==> src/rtl/cpu_types_pkg.sv <==
// Shared MIPS core types: opcode/funct/ALU encodings plus the decode-stage
// control bundle, instruction-queue entry and decoded output-slot record.
package cpu_types_pkg;

  typedef logic [31:0] word_t;
  typedef logic [4:0]  regbits_t;

  typedef enum logic [5:0] {
    RTYPE = 6'h00,
    J     = 6'h02,
    JAL   = 6'h03,
    BEQ   = 6'h04,
    BNE   = 6'h05,
    ADDI  = 6'h08,
    ADDIU = 6'h09,
    SLTI  = 6'h0a,
    SLTIU = 6'h0b,
    ANDI  = 6'h0c,
    ORI   = 6'h0d,
    XORI  = 6'h0e,
    LUI   = 6'h0f,
    LW    = 6'h23,
    SW    = 6'h2b,
    HALT  = 6'h3f
  } opcode_t;

  typedef enum logic [5:0] {
    SLL  = 6'h00,
    SRL  = 6'h02,
    JR   = 6'h08,
    ADD  = 6'h20,
    ADDU = 6'h21,
    SUB  = 6'h22,
    SUBU = 6'h23,
    AND  = 6'h24,
    OR   = 6'h25,
    XOR  = 6'h26,
    NOR  = 6'h27,
    SLT  = 6'h2a,
    SLTU = 6'h2b
  } funct_t;

  typedef enum logic [3:0] {
    ALU_SLL  = 4'b0000,
    ALU_SRL  = 4'b0001,
    ALU_ADD  = 4'b0010,
    ALU_SUB  = 4'b0011,
    ALU_AND  = 4'b0100,
    ALU_OR   = 4'b0101,
    ALU_XOR  = 4'b0110,
    ALU_NOR  = 4'b0111,
    ALU_SLT  = 4'b1010,
    ALU_SLTU = 4'b1011
  } aluop_t;

  // regdst:   0 rt, 1 rd, 2 $ra
  // pc_src:   0 npc, 1 branch target, 2 jump target, 3 register (JR)
  // memtoreg: 0 ALU, 1 memory, 2 npc (link), 3 upper immediate (LUI)
  // extop:    1 sign-extend immediate, 0 zero-extend
  typedef struct packed {
    opcode_t    opcode;
    funct_t     funct;
    logic [1:0] regdst;
    logic       alu_src;
    logic [1:0] pc_src;
    logic [1:0] memtoreg;
    logic       regwr;
    logic       memwr;
    logic       dcuREN;
    logic       dcuWEN;
    logic       extop;
    aluop_t     alu_op;
    logic       halt;
  } decode_ctrl_t;

  typedef struct packed {
    word_t instr;
    word_t npc;
  } iq_entry_t;

  // Everything the output slot registers for one decoded instruction.
  typedef struct packed {
    decode_ctrl_t ctrl;
    regbits_t     rs;
    regbits_t     rt;
    regbits_t     rd;
    regbits_t     shamt;
    word_t        imm32;
    word_t        npc;
  } dec_slot_t;

endpackage

==> src/rtl/pipeline_decode_unit_if.sv <==
// Fetch-side and execute-side handshake bundle for pipeline_decode_unit.
// slave = decode stage view, master = surrounding pipeline view.
interface pipeline_decode_unit_if;
  import cpu_types_pkg::*;

  logic         if_valid;
  logic         if_ready;
  word_t        if_instr;
  word_t        if_npc;

  logic         ex_valid;
  logic         ex_ready;
  decode_ctrl_t ex_ctrl;
  regbits_t     ex_rs;
  regbits_t     ex_rt;
  regbits_t     ex_rd;
  regbits_t     ex_shamt;
  word_t        ex_imm32;
  word_t        ex_npc;

  modport slave (
    input  if_valid, if_instr, if_npc, ex_ready,
    output if_ready, ex_valid, ex_ctrl, ex_rs, ex_rt, ex_rd, ex_shamt,
           ex_imm32, ex_npc
  );

  modport master (
    output if_valid, if_instr, if_npc, ex_ready,
    input  if_ready, ex_valid, ex_ctrl, ex_rs, ex_rt, ex_rd, ex_shamt,
           ex_imm32, ex_npc
  );

endinterface

==> src/rtl/instr_decoder.sv <==
// Combinational MIPS control decode: instruction word -> control bundle.
// Encodings match the single-cycle control unit.
module instr_decoder
  import cpu_types_pkg::*;
(
  input  word_t        instr,
  output decode_ctrl_t ctrl
);

  opcode_t op;
  funct_t  fn;
  logic    unused_fields;

  assign op = opcode_t'(instr[31:26]);
  assign fn = funct_t'(instr[5:0]);
  // register/immediate fields are extracted by the stage, not here
  assign unused_fields = ^instr[25:6];

  // opcode/funct -> control; unknown encodings leave every enable low
  always_comb begin
    ctrl        = '0;
    ctrl.opcode = op;
    ctrl.funct  = fn;
    ctrl.alu_op = ALU_ADD;
    ctrl.extop  = 1'b1;
    case (op)
      RTYPE: begin
        ctrl.regdst = 2'd1;
        ctrl.regwr  = 1'b1;
        case (fn)
          SLL:       ctrl.alu_op = ALU_SLL;
          SRL:       ctrl.alu_op = ALU_SRL;
          ADD, ADDU: ctrl.alu_op = ALU_ADD;
          SUB, SUBU: ctrl.alu_op = ALU_SUB;
          AND:       ctrl.alu_op = ALU_AND;
          OR:        ctrl.alu_op = ALU_OR;
          XOR:       ctrl.alu_op = ALU_XOR;
          NOR:       ctrl.alu_op = ALU_NOR;
          SLT:       ctrl.alu_op = ALU_SLT;
          SLTU:      ctrl.alu_op = ALU_SLTU;
          JR: begin
            ctrl.regwr  = 1'b0;
            ctrl.pc_src = 2'd3;
          end
          default:   ctrl.regwr  = 1'b0;
        endcase
      end
      J:   ctrl.pc_src = 2'd2;
      JAL: begin
        ctrl.pc_src   = 2'd2;
        ctrl.regdst   = 2'd2;
        ctrl.memtoreg = 2'd2;
        ctrl.regwr    = 1'b1;
      end
      BEQ, BNE: begin
        ctrl.pc_src = 2'd1;
        ctrl.alu_op = ALU_SUB;
      end
      ADDI, ADDIU: begin
        ctrl.alu_src = 1'b1;
        ctrl.regwr   = 1'b1;
      end
      SLTI: begin
        ctrl.alu_src = 1'b1;
        ctrl.regwr   = 1'b1;
        ctrl.alu_op  = ALU_SLT;
      end
      SLTIU: begin
        ctrl.alu_src = 1'b1;
        ctrl.regwr   = 1'b1;
        ctrl.alu_op  = ALU_SLTU;
      end
      ANDI: begin
        ctrl.alu_src = 1'b1;
        ctrl.regwr   = 1'b1;
        ctrl.extop   = 1'b0;
        ctrl.alu_op  = ALU_AND;
      end
      ORI: begin
        ctrl.alu_src = 1'b1;
        ctrl.regwr   = 1'b1;
        ctrl.extop   = 1'b0;
        ctrl.alu_op  = ALU_OR;
      end
      XORI: begin
        ctrl.alu_src = 1'b1;
        ctrl.regwr   = 1'b1;
        ctrl.extop   = 1'b0;
        ctrl.alu_op  = ALU_XOR;
      end
      LUI: begin
        ctrl.alu_src  = 1'b1;
        ctrl.regwr    = 1'b1;
        ctrl.extop    = 1'b0;
        ctrl.memtoreg = 2'd3;
      end
      LW: begin
        ctrl.alu_src  = 1'b1;
        ctrl.regwr    = 1'b1;
        ctrl.dcuREN   = 1'b1;
        ctrl.memtoreg = 2'd1;
      end
      SW: begin
        ctrl.alu_src = 1'b1;
        ctrl.memwr   = 1'b1;
        ctrl.dcuWEN  = 1'b1;
      end
      HALT:    ctrl.halt = 1'b1;
      default: ;
    endcase
  end

endmodule

==> src/rtl/pipeline_decode_unit.sv <==
// Pipelined decode stage: DEPTH-entry instruction queue feeding one
// registered output slot with valid/ready handshake, flush and sticky halt.
// Optional load-use interlock when DECODE_HAZARD_EN is defined.
module pipeline_decode_unit
  import cpu_types_pkg::*;
#(
  parameter int DEPTH = 4
) (
  input  logic                  CLK,
  input  logic                  nRST,
  input  logic                  flush,
  pipeline_decode_unit_if.slave bus,
  output logic                  hazard_stall,
  output logic                  halt
);

  localparam int PW    = $clog2(DEPTH);
  localparam int CNT_W = PW + 1;

  iq_entry_t          mem_q [DEPTH];
  logic [PW-1:0]      wr_ptr_q, wr_ptr_d, rd_ptr_q, rd_ptr_d;
  logic [CNT_W-1:0]   count_q, count_d;
  logic               ex_valid_q, ex_valid_d;
  dec_slot_t          slot_q, slot_d;
  logic               halt_seen_q, halt_seen_d;
  logic               halt_q, halt_d;

  iq_entry_t          head;
  decode_ctrl_t       dec_ctrl;
  dec_slot_t          head_slot;
  logic               full, empty, push, issue, hazard;

  assign head  = mem_q[rd_ptr_q];
  assign full  = (count_q == CNT_W'(DEPTH));
  assign empty = (count_q == '0);

  instr_decoder u_dec (
    .instr (head.instr),
    .ctrl  (dec_ctrl)
  );

  // decoded head, ready to drop into the output slot
  always_comb begin
    head_slot.ctrl  = dec_ctrl;
    head_slot.rs    = head.instr[25:21];
    head_slot.rt    = head.instr[20:16];
    head_slot.rd    = head.instr[15:11];
    head_slot.shamt = head.instr[10:6];
    head_slot.imm32 = dec_ctrl.extop ? {{16{head.instr[15]}}, head.instr[15:0]}
                                     : {16'h0000, head.instr[15:0]};
    head_slot.npc   = head.npc;
  end

`ifdef DECODE_HAZARD_EN
  logic head_uses_rt;

  // a load in the slot whose target feeds the head's source operands
  always_comb begin
    head_uses_rt = (dec_ctrl.opcode == RTYPE) || (dec_ctrl.opcode == BEQ) ||
                   (dec_ctrl.opcode == BNE)   || (dec_ctrl.opcode == SW);
    hazard = ex_valid_q && slot_q.ctrl.dcuREN && (slot_q.rt != '0) &&
             ((slot_q.rt == head_slot.rs) ||
              (head_uses_rt && (slot_q.rt == head_slot.rt)));
  end
  assign hazard_stall = hazard && !empty;
`else
  assign hazard       = 1'b0;
  assign hazard_stall = 1'b0;
`endif

  // flush and halt both close the fetch side; a full queue never bypasses
  assign bus.if_ready = !full && !halt_seen_q && !flush;
  assign push         = bus.if_valid && bus.if_ready;
  assign issue        = !empty && (!ex_valid_q || bus.ex_ready) && !hazard &&
                        !halt_seen_q && !flush;

  // queue storage holds data only; occupancy lives in count_q
  always_ff @(posedge CLK) begin
    if (push) mem_q[wr_ptr_q] <= '{instr: bus.if_instr, npc: bus.if_npc};
  end

  // next-state: flush beats push/issue; halt is only cleared by reset
  always_comb begin
    wr_ptr_d    = wr_ptr_q;
    rd_ptr_d    = rd_ptr_q;
    count_d     = count_q;
    ex_valid_d  = ex_valid_q;
    slot_d      = slot_q;
    halt_seen_d = halt_seen_q;
    halt_d      = halt_q || (ex_valid_q && bus.ex_ready && slot_q.ctrl.halt);
    if (flush) begin
      wr_ptr_d   = '0;
      rd_ptr_d   = '0;
      count_d    = '0;
      ex_valid_d = 1'b0;
    end else begin
      if (push)  wr_ptr_d = wr_ptr_q + PW'(1);
      if (issue) rd_ptr_d = rd_ptr_q + PW'(1);
      count_d = count_q + CNT_W'(push) - CNT_W'(issue);
      if (issue) begin
        ex_valid_d  = 1'b1;
        slot_d      = head_slot;
        halt_seen_d = halt_seen_q || dec_ctrl.halt;
      end else if (ex_valid_q && bus.ex_ready) begin
        ex_valid_d = 1'b0;
      end
    end
  end

  // state register
  always_ff @(posedge CLK or negedge nRST) begin
    if (!nRST) begin
      wr_ptr_q    <= '0;
      rd_ptr_q    <= '0;
      count_q     <= '0;
      ex_valid_q  <= 1'b0;
      slot_q      <= '0;
      halt_seen_q <= 1'b0;
      halt_q      <= 1'b0;
    end else begin
      wr_ptr_q    <= wr_ptr_d;
      rd_ptr_q    <= rd_ptr_d;
      count_q     <= count_d;
      ex_valid_q  <= ex_valid_d;
      slot_q      <= slot_d;
      halt_seen_q <= halt_seen_d;
      halt_q      <= halt_d;
    end
  end

  assign bus.ex_valid = ex_valid_q;
  assign bus.ex_ctrl  = slot_q.ctrl;
  assign bus.ex_rs    = slot_q.rs;
  assign bus.ex_rt    = slot_q.rt;
  assign bus.ex_rd    = slot_q.rd;
  assign bus.ex_shamt = slot_q.shamt;
  assign bus.ex_imm32 = slot_q.imm32;
  assign bus.ex_npc   = slot_q.npc;
  assign halt         = halt_q;

endmodule

==> src/flat_wrapper.sv <==
// flat-port wrapper written by rule: the top's interface ports become plain ports
module pipeline_decode_unit_flat import cpu_types_pkg::*;
#(
  parameter int DEPTH = 4
)
  (CLK, nRST, flush, hazard_stall, halt, bus_if_valid, bus_if_instr, bus_if_npc, bus_ex_ready, bus_if_ready, bus_ex_valid, bus_ex_ctrl, bus_ex_rs, bus_ex_rt, bus_ex_rd, bus_ex_shamt, bus_ex_imm32, bus_ex_npc);
  pipeline_decode_unit_if bus_i ();
  input  logic CLK;
  input  logic nRST;
  input  logic flush;
  output logic hazard_stall;
  output logic halt;
  input wire logic [$bits(bus_i.if_valid)-1:0] bus_if_valid;
  input wire logic [$bits(bus_i.if_instr)-1:0] bus_if_instr;
  input wire logic [$bits(bus_i.if_npc)-1:0] bus_if_npc;
  input wire logic [$bits(bus_i.ex_ready)-1:0] bus_ex_ready;
  output wire logic [$bits(bus_i.if_ready)-1:0] bus_if_ready;
  output wire logic [$bits(bus_i.ex_valid)-1:0] bus_ex_valid;
  output wire logic [$bits(bus_i.ex_ctrl)-1:0] bus_ex_ctrl;
  output wire logic [$bits(bus_i.ex_rs)-1:0] bus_ex_rs;
  output wire logic [$bits(bus_i.ex_rt)-1:0] bus_ex_rt;
  output wire logic [$bits(bus_i.ex_rd)-1:0] bus_ex_rd;
  output wire logic [$bits(bus_i.ex_shamt)-1:0] bus_ex_shamt;
  output wire logic [$bits(bus_i.ex_imm32)-1:0] bus_ex_imm32;
  output wire logic [$bits(bus_i.ex_npc)-1:0] bus_ex_npc;
  assign bus_i.if_valid = bus_if_valid;
  assign bus_i.if_instr = bus_if_instr;
  assign bus_i.if_npc = bus_if_npc;
  assign bus_i.ex_ready = bus_ex_ready;
  assign bus_if_ready = bus_i.if_ready;
  assign bus_ex_valid = bus_i.ex_valid;
  assign bus_ex_ctrl = bus_i.ex_ctrl;
  assign bus_ex_rs = bus_i.ex_rs;
  assign bus_ex_rt = bus_i.ex_rt;
  assign bus_ex_rd = bus_i.ex_rd;
  assign bus_ex_shamt = bus_i.ex_shamt;
  assign bus_ex_imm32 = bus_i.ex_imm32;
  assign bus_ex_npc = bus_i.ex_npc;
  pipeline_decode_unit #(.DEPTH(DEPTH)) u_core (.CLK(CLK), .nRST(nRST), .flush(flush), .bus(bus_i), .hazard_stall(hazard_stall), .halt(halt));
endmodule
==> config.mk <==
export PLATFORM = sky130hd
export DESIGN_NAME = pipeline_decode_unit_flat
export DESIGN_NICKNAME = d
export VERILOG_FILES = /design/src/rtl/cpu_types_pkg.sv /design/src/rtl/pipeline_decode_unit_if.sv /design/src/rtl/instr_decoder.sv /design/src/rtl/pipeline_decode_unit.sv /design/src/flat_wrapper.sv
export SDC_FILE = /design/constraint.sdc
export NUM_CORES = 1
export LEC_CHECK = 0
export ABC_CLOCK_PERIOD_IN_PS = 2600
export BUFFER_PORTS_ARGS = -buffer_cell sky130_fd_sc_hd__buf_2
export CAP_MARGIN = 10
export CELL_PAD_IN_SITES_DETAIL_PLACEMENT = 0
export CELL_PAD_IN_SITES_GLOBAL_PLACEMENT = 2
export CORE_MARGIN = 2
export CORE_UTILIZATION = 39
export CTS_BUF_LIST = sky130_fd_sc_hd__clkbuf_8
export DETAILED_ROUTE_END_ITERATION = 10
export HOLD_SLACK_MARGIN = 0.03
export PLACE_DENSITY = 0.84
export SETUP_SLACK_MARGIN = 0.3
export SLEW_MARGIN = 0
export SYNTH_ARGS = -nofsm -noshare
export SYNTH_HDL_FRONTEND = slang
export SYNTH_SLANG_ARGS = --single-unit
export TNS_END_PERCENT = 10
==> constraint.sdc <==
create_clock -name CLK -period 2.6 [get_ports CLK]
set_input_delay 0.39 -clock CLK [delete_from_list [all_inputs] [get_ports CLK]]
set_output_delay 0.39 -clock CLK [all_outputs]
set_load 0.05 [all_outputs]
==> results.json <==
{
  "status": "finished clean",
  "io_pins": 186,
  "die_area_um2": 35600,
  "htree_levels": 2,
  "cp-start-kind": "flip-flop",
  "antenna_found_initial": 1,
  "synthAdderAreaFrac_pct": 0.715,
  "viasPerCell": 4.80,
  "detail-route-antenna-nets": 0,
  "synth-simple-area-share_pct": 8.13,
  "wl_per_cell_um": 18.1,
  "drc": 0,
  "clkTransAtPathRegs_ps": 60,
  "synth.area.mux_share_pct": 10.9,
  "clockBufferDepth": 3,
  "initial_utilization_pct": 39.7,
  "cts-root-buf": "clkbuf_8",
  "gp_congestion": 0.775,
  "ys_ff_latch": 347,
  "fmax_mhz": 450,
  "seq_area_um2": 9970,
  "pwr-share-seq_pct": 54.5,
  "synth_ff_type": "edfxtp_1",
  "first_iter_violations": 488,
  "syn_avg_cell_area_um2": 16.6,
  "worst_pin_slew_ps": 655,
  "synth_area_leaders": "edfxtp_1 58%, dfrtp_1 17%, mux4_2 11%",
  "whs_ps": 101,
  "crit_type": "reg2reg",
  "yosys_warnings": 0,
  "yosys.cell_types.count": 46,
  "grt_max_degree": 81,
  "drive_gt1_share_pct": 34.3,
  "antenna_cells": 0,
  "layout.nets": 1138,
  "die_y_um": 189,
  "dp_hpwl_um": 16000,
  "port_buffers": 184,
  "setup_viol": 0,
  "synthesis.area_um2": 13300,
  "synth_top_family_by_area": "multiplexers",
  "skew_ps": 16.4,
  "clkSinkCount": 347,
  "synth_enable_flop_cells": 256,
  "synth.top_cell.area_share_pct": 57.8,
  "worstHoldPathCells": 2,
  "r2r_cells": 6,
  "synth.largest_area_cell": "edfxtp_1",
  "syn_inst": 799,
  "hp-class": "in2reg",
  "first_pass_iters": 5,
  "ir_worst_vdd_mv": 0.413,
  "cts_tree": "done",
  "p_leak_uw": 0.00670,
  "relSlewSlack_pct": 56.3,
  "p_comb_share_pct": 2.3,
  "die-width_um": 189,
  "grt_pass1_wl_um": 43900,
  "syn_nets": 875,
  "overflow": 0,
  "finalCriticalPeriod_ps": 2220,
  "n_fill_cell": 2915,
  "finalHoldViolations": 0,
  "grt_use_total_pct": 16.0,
  "area_delta_synth_final_pct": 24.6,
  "p_per_area_nw_per_um2": 661,
  "vias": 7480,
  "rsz0062_at_grt": "yes",
  "required_ps": 3110,
  "slew_violations": 0,
  "p_int_uw": 8690,
  "synthXorXnorAreaFrac_pct": 0.329,
  "p_sw_uw": 2260,
  "synthArstFlopShare_pct": 26.2,
  "path_max_fanout": 6,
  "core_um2": 33500,
  "synth-compound-area-share_pct": 1.70,
  "p_clk_share_pct": 43.2,
  "multi_input_area_um2": 2990,
  "swShare_pct": 20.6,
  "end_kind": "flip-flop",
  "rows": 67,
  "worstPathArrival_ps": 2740,
  "grt_pass1_vias": 7867,
  "fin_crit_sh_pct": 85.6,
  "clk-insertion-delay-late_ps": 590,
  "numCtsBuffers": 56,
  "routed_wl_um": 28200,
  "fin_tns_setup_ps": 0,
  "cap_viol_max_count": 0,
  "yosysSeqAreaShare_pct": 74.9
}
[cells in the mapped netlist, types with 2 or more instances]
master and number:
ha_1 6, buf_1 2, clkbuf_1 21, a21oi_1 10, xor2_1 3, buf_2 11
a32o_1 3, xnor2_1 2, and2_1 2, dfrtp_1 91, edfxtp_1 256, nand3_1 5
a31oi_1 4, nor2_1 20, inv_1 8, nand2b_1 2, mux4_2 64, a22o_1 2
buf_4 33, o31ai_1 4, nor2b_1 7, nor3_1 5, o21ai_1 4, and3_1 5
nand2_1 208
[through the flow]
| stage | worst slack [ps] | instance area [um2] | instances | utilization [%] | total power [uW] |
|---|---|---|---|---|---|
| 2_1_floorplan | 176 | 13400 | 799 | - | 6120 |
| 3_3_place_gp | 296 | 14700 | 1382 | 43.8 | 6240 |
| 3_5_place_dp | 283 | 14700 | 1382 | 43.8 | 6250 |
| 4_1_cts | 349 | 16500 | 1554 | 49.3 | 11100 |
| 5_1_grt | 301 | 16600 | 1557 | 49.4 | 11400 |
| 6_report | 376 | 16600 | 1557 | 49.4 | 11000 |
[layer usage]
layer  GRT usage [%]  part of all wire, %  up-vias
met5               0                0.046        -
met4            4.57                  1.6        2
met3            3.61                  5.4       46
met2            27.7                   50      227
met1            20.3                   43     3754
li1                -                    -     3451
[layout make-up]
| type | count | share of cell area (%) |
|---|---|---|
| Clock buffer | 66 | 5.48 |
| Clock inverter | 39 | 1.55 |
| Inverter | 9 | 0.211 |
| Multi-Input combinational cell | 375 | 18.1 |
| Sequential cell | 347 | 60.2 |
| Tap cell | 448 | 3.38 |
| Timing Repair Buffer | 273 | 11.1 |
[layout by cell type (no fill, tap or decap), drive strengths merged, types with 2 or more instances in the layout]
master,count
dfrtp,91
a21oi,10
o31ai,4
a32o,3
nand2b,2
xor2,3
nor2b,8
a22o,2
clkbuf,67
o21ai,5
bufinv,3
clkinv,20
buf,207
nor2,20
edfxtp,256
nand2,208
mux4,64
dlygate4sd3,65
and3,5
clkinvlp,3
nand3,5
nor3,6
ha,6
a31oi,4
inv,22
xnor2,2
and2,3
[registers in the layout, indices dropped and copies added (netlist names)]
signal and flops:
u_core.bus.ex_rt 5, u_core.bus.ex_imm32 12, u_core.bus.ex_npc 32, u_core.rd_ptr_q 2, u_core.count_q 3, u_core.halt_seen_q 1
u_core.halt 1, u_core.bus.ex_ctrl 27, u_core.bus.ex_valid 1, u_core.mem_q 256, u_core.wr_ptr_q 2, u_core.bus.ex_rs 5
[logic make-up after synthesis]
| kind of cell | after synthesis |
|---|---|
| AOI/OAI and AO/OA | 34 |
| muxes | 65 |
| DFF | 347 |
| xor gates and xnor gates | 5 |
| other | 1 |
| and+or+nand+nor | 263 |
| adders and majority gates | 7 |
| buffers and inverters | 77 |
[timing repair]
action / in CTS / in global routing
gates resized for setup: 0 / 1
pin swaps: 0 / 0
hold endpoints to repair: 292 / 0
buffers inserted: 2 / 3
hold buffers: 65 / 0
setup endpoints to repair: 1 / 4
[worst max-delay path, cell delays in order (launching register included)]
cell,delay [ps]
dfrtp_4,420
clkbuf_4,190
mux4_2,530
or4_4,520
nor2b_4,160
a32o_1,170
a32o_1,160
[power by group through the flow]
stage,registers [uW],clock network [uW],logic [uW]
after CTS,5970,4890,254
after detailed placement,6080,0,173
after global routing,5960,5140,275
after global placement,6080,0,163
final,5970,4730,251
after floorplan,6100,0,12.9
[path summary, 6_finish.rpt]
kind / slack, ps / from / to
worst min-delay path: 100 / bus_ex_ready / u_core.halt
min in group asynchronous: 380 / nRST / u_core.bus.ex_rs[1]
worst max register to register: 380 / u_core.rd_ptr_q[0] / u_core.bus.ex_ctrl[3]
worst max-delay path: 380 / u_core.rd_ptr_q[0] / u_core.bus.ex_ctrl[3]
worst min register to register: 460 / u_core.bus.ex_ctrl[7] / u_core.bus.ex_ctrl[7]
max in group asynchronous: 1480 / nRST / u_core.rd_ptr_q[0]
Power figures use the tool's default switching activity.
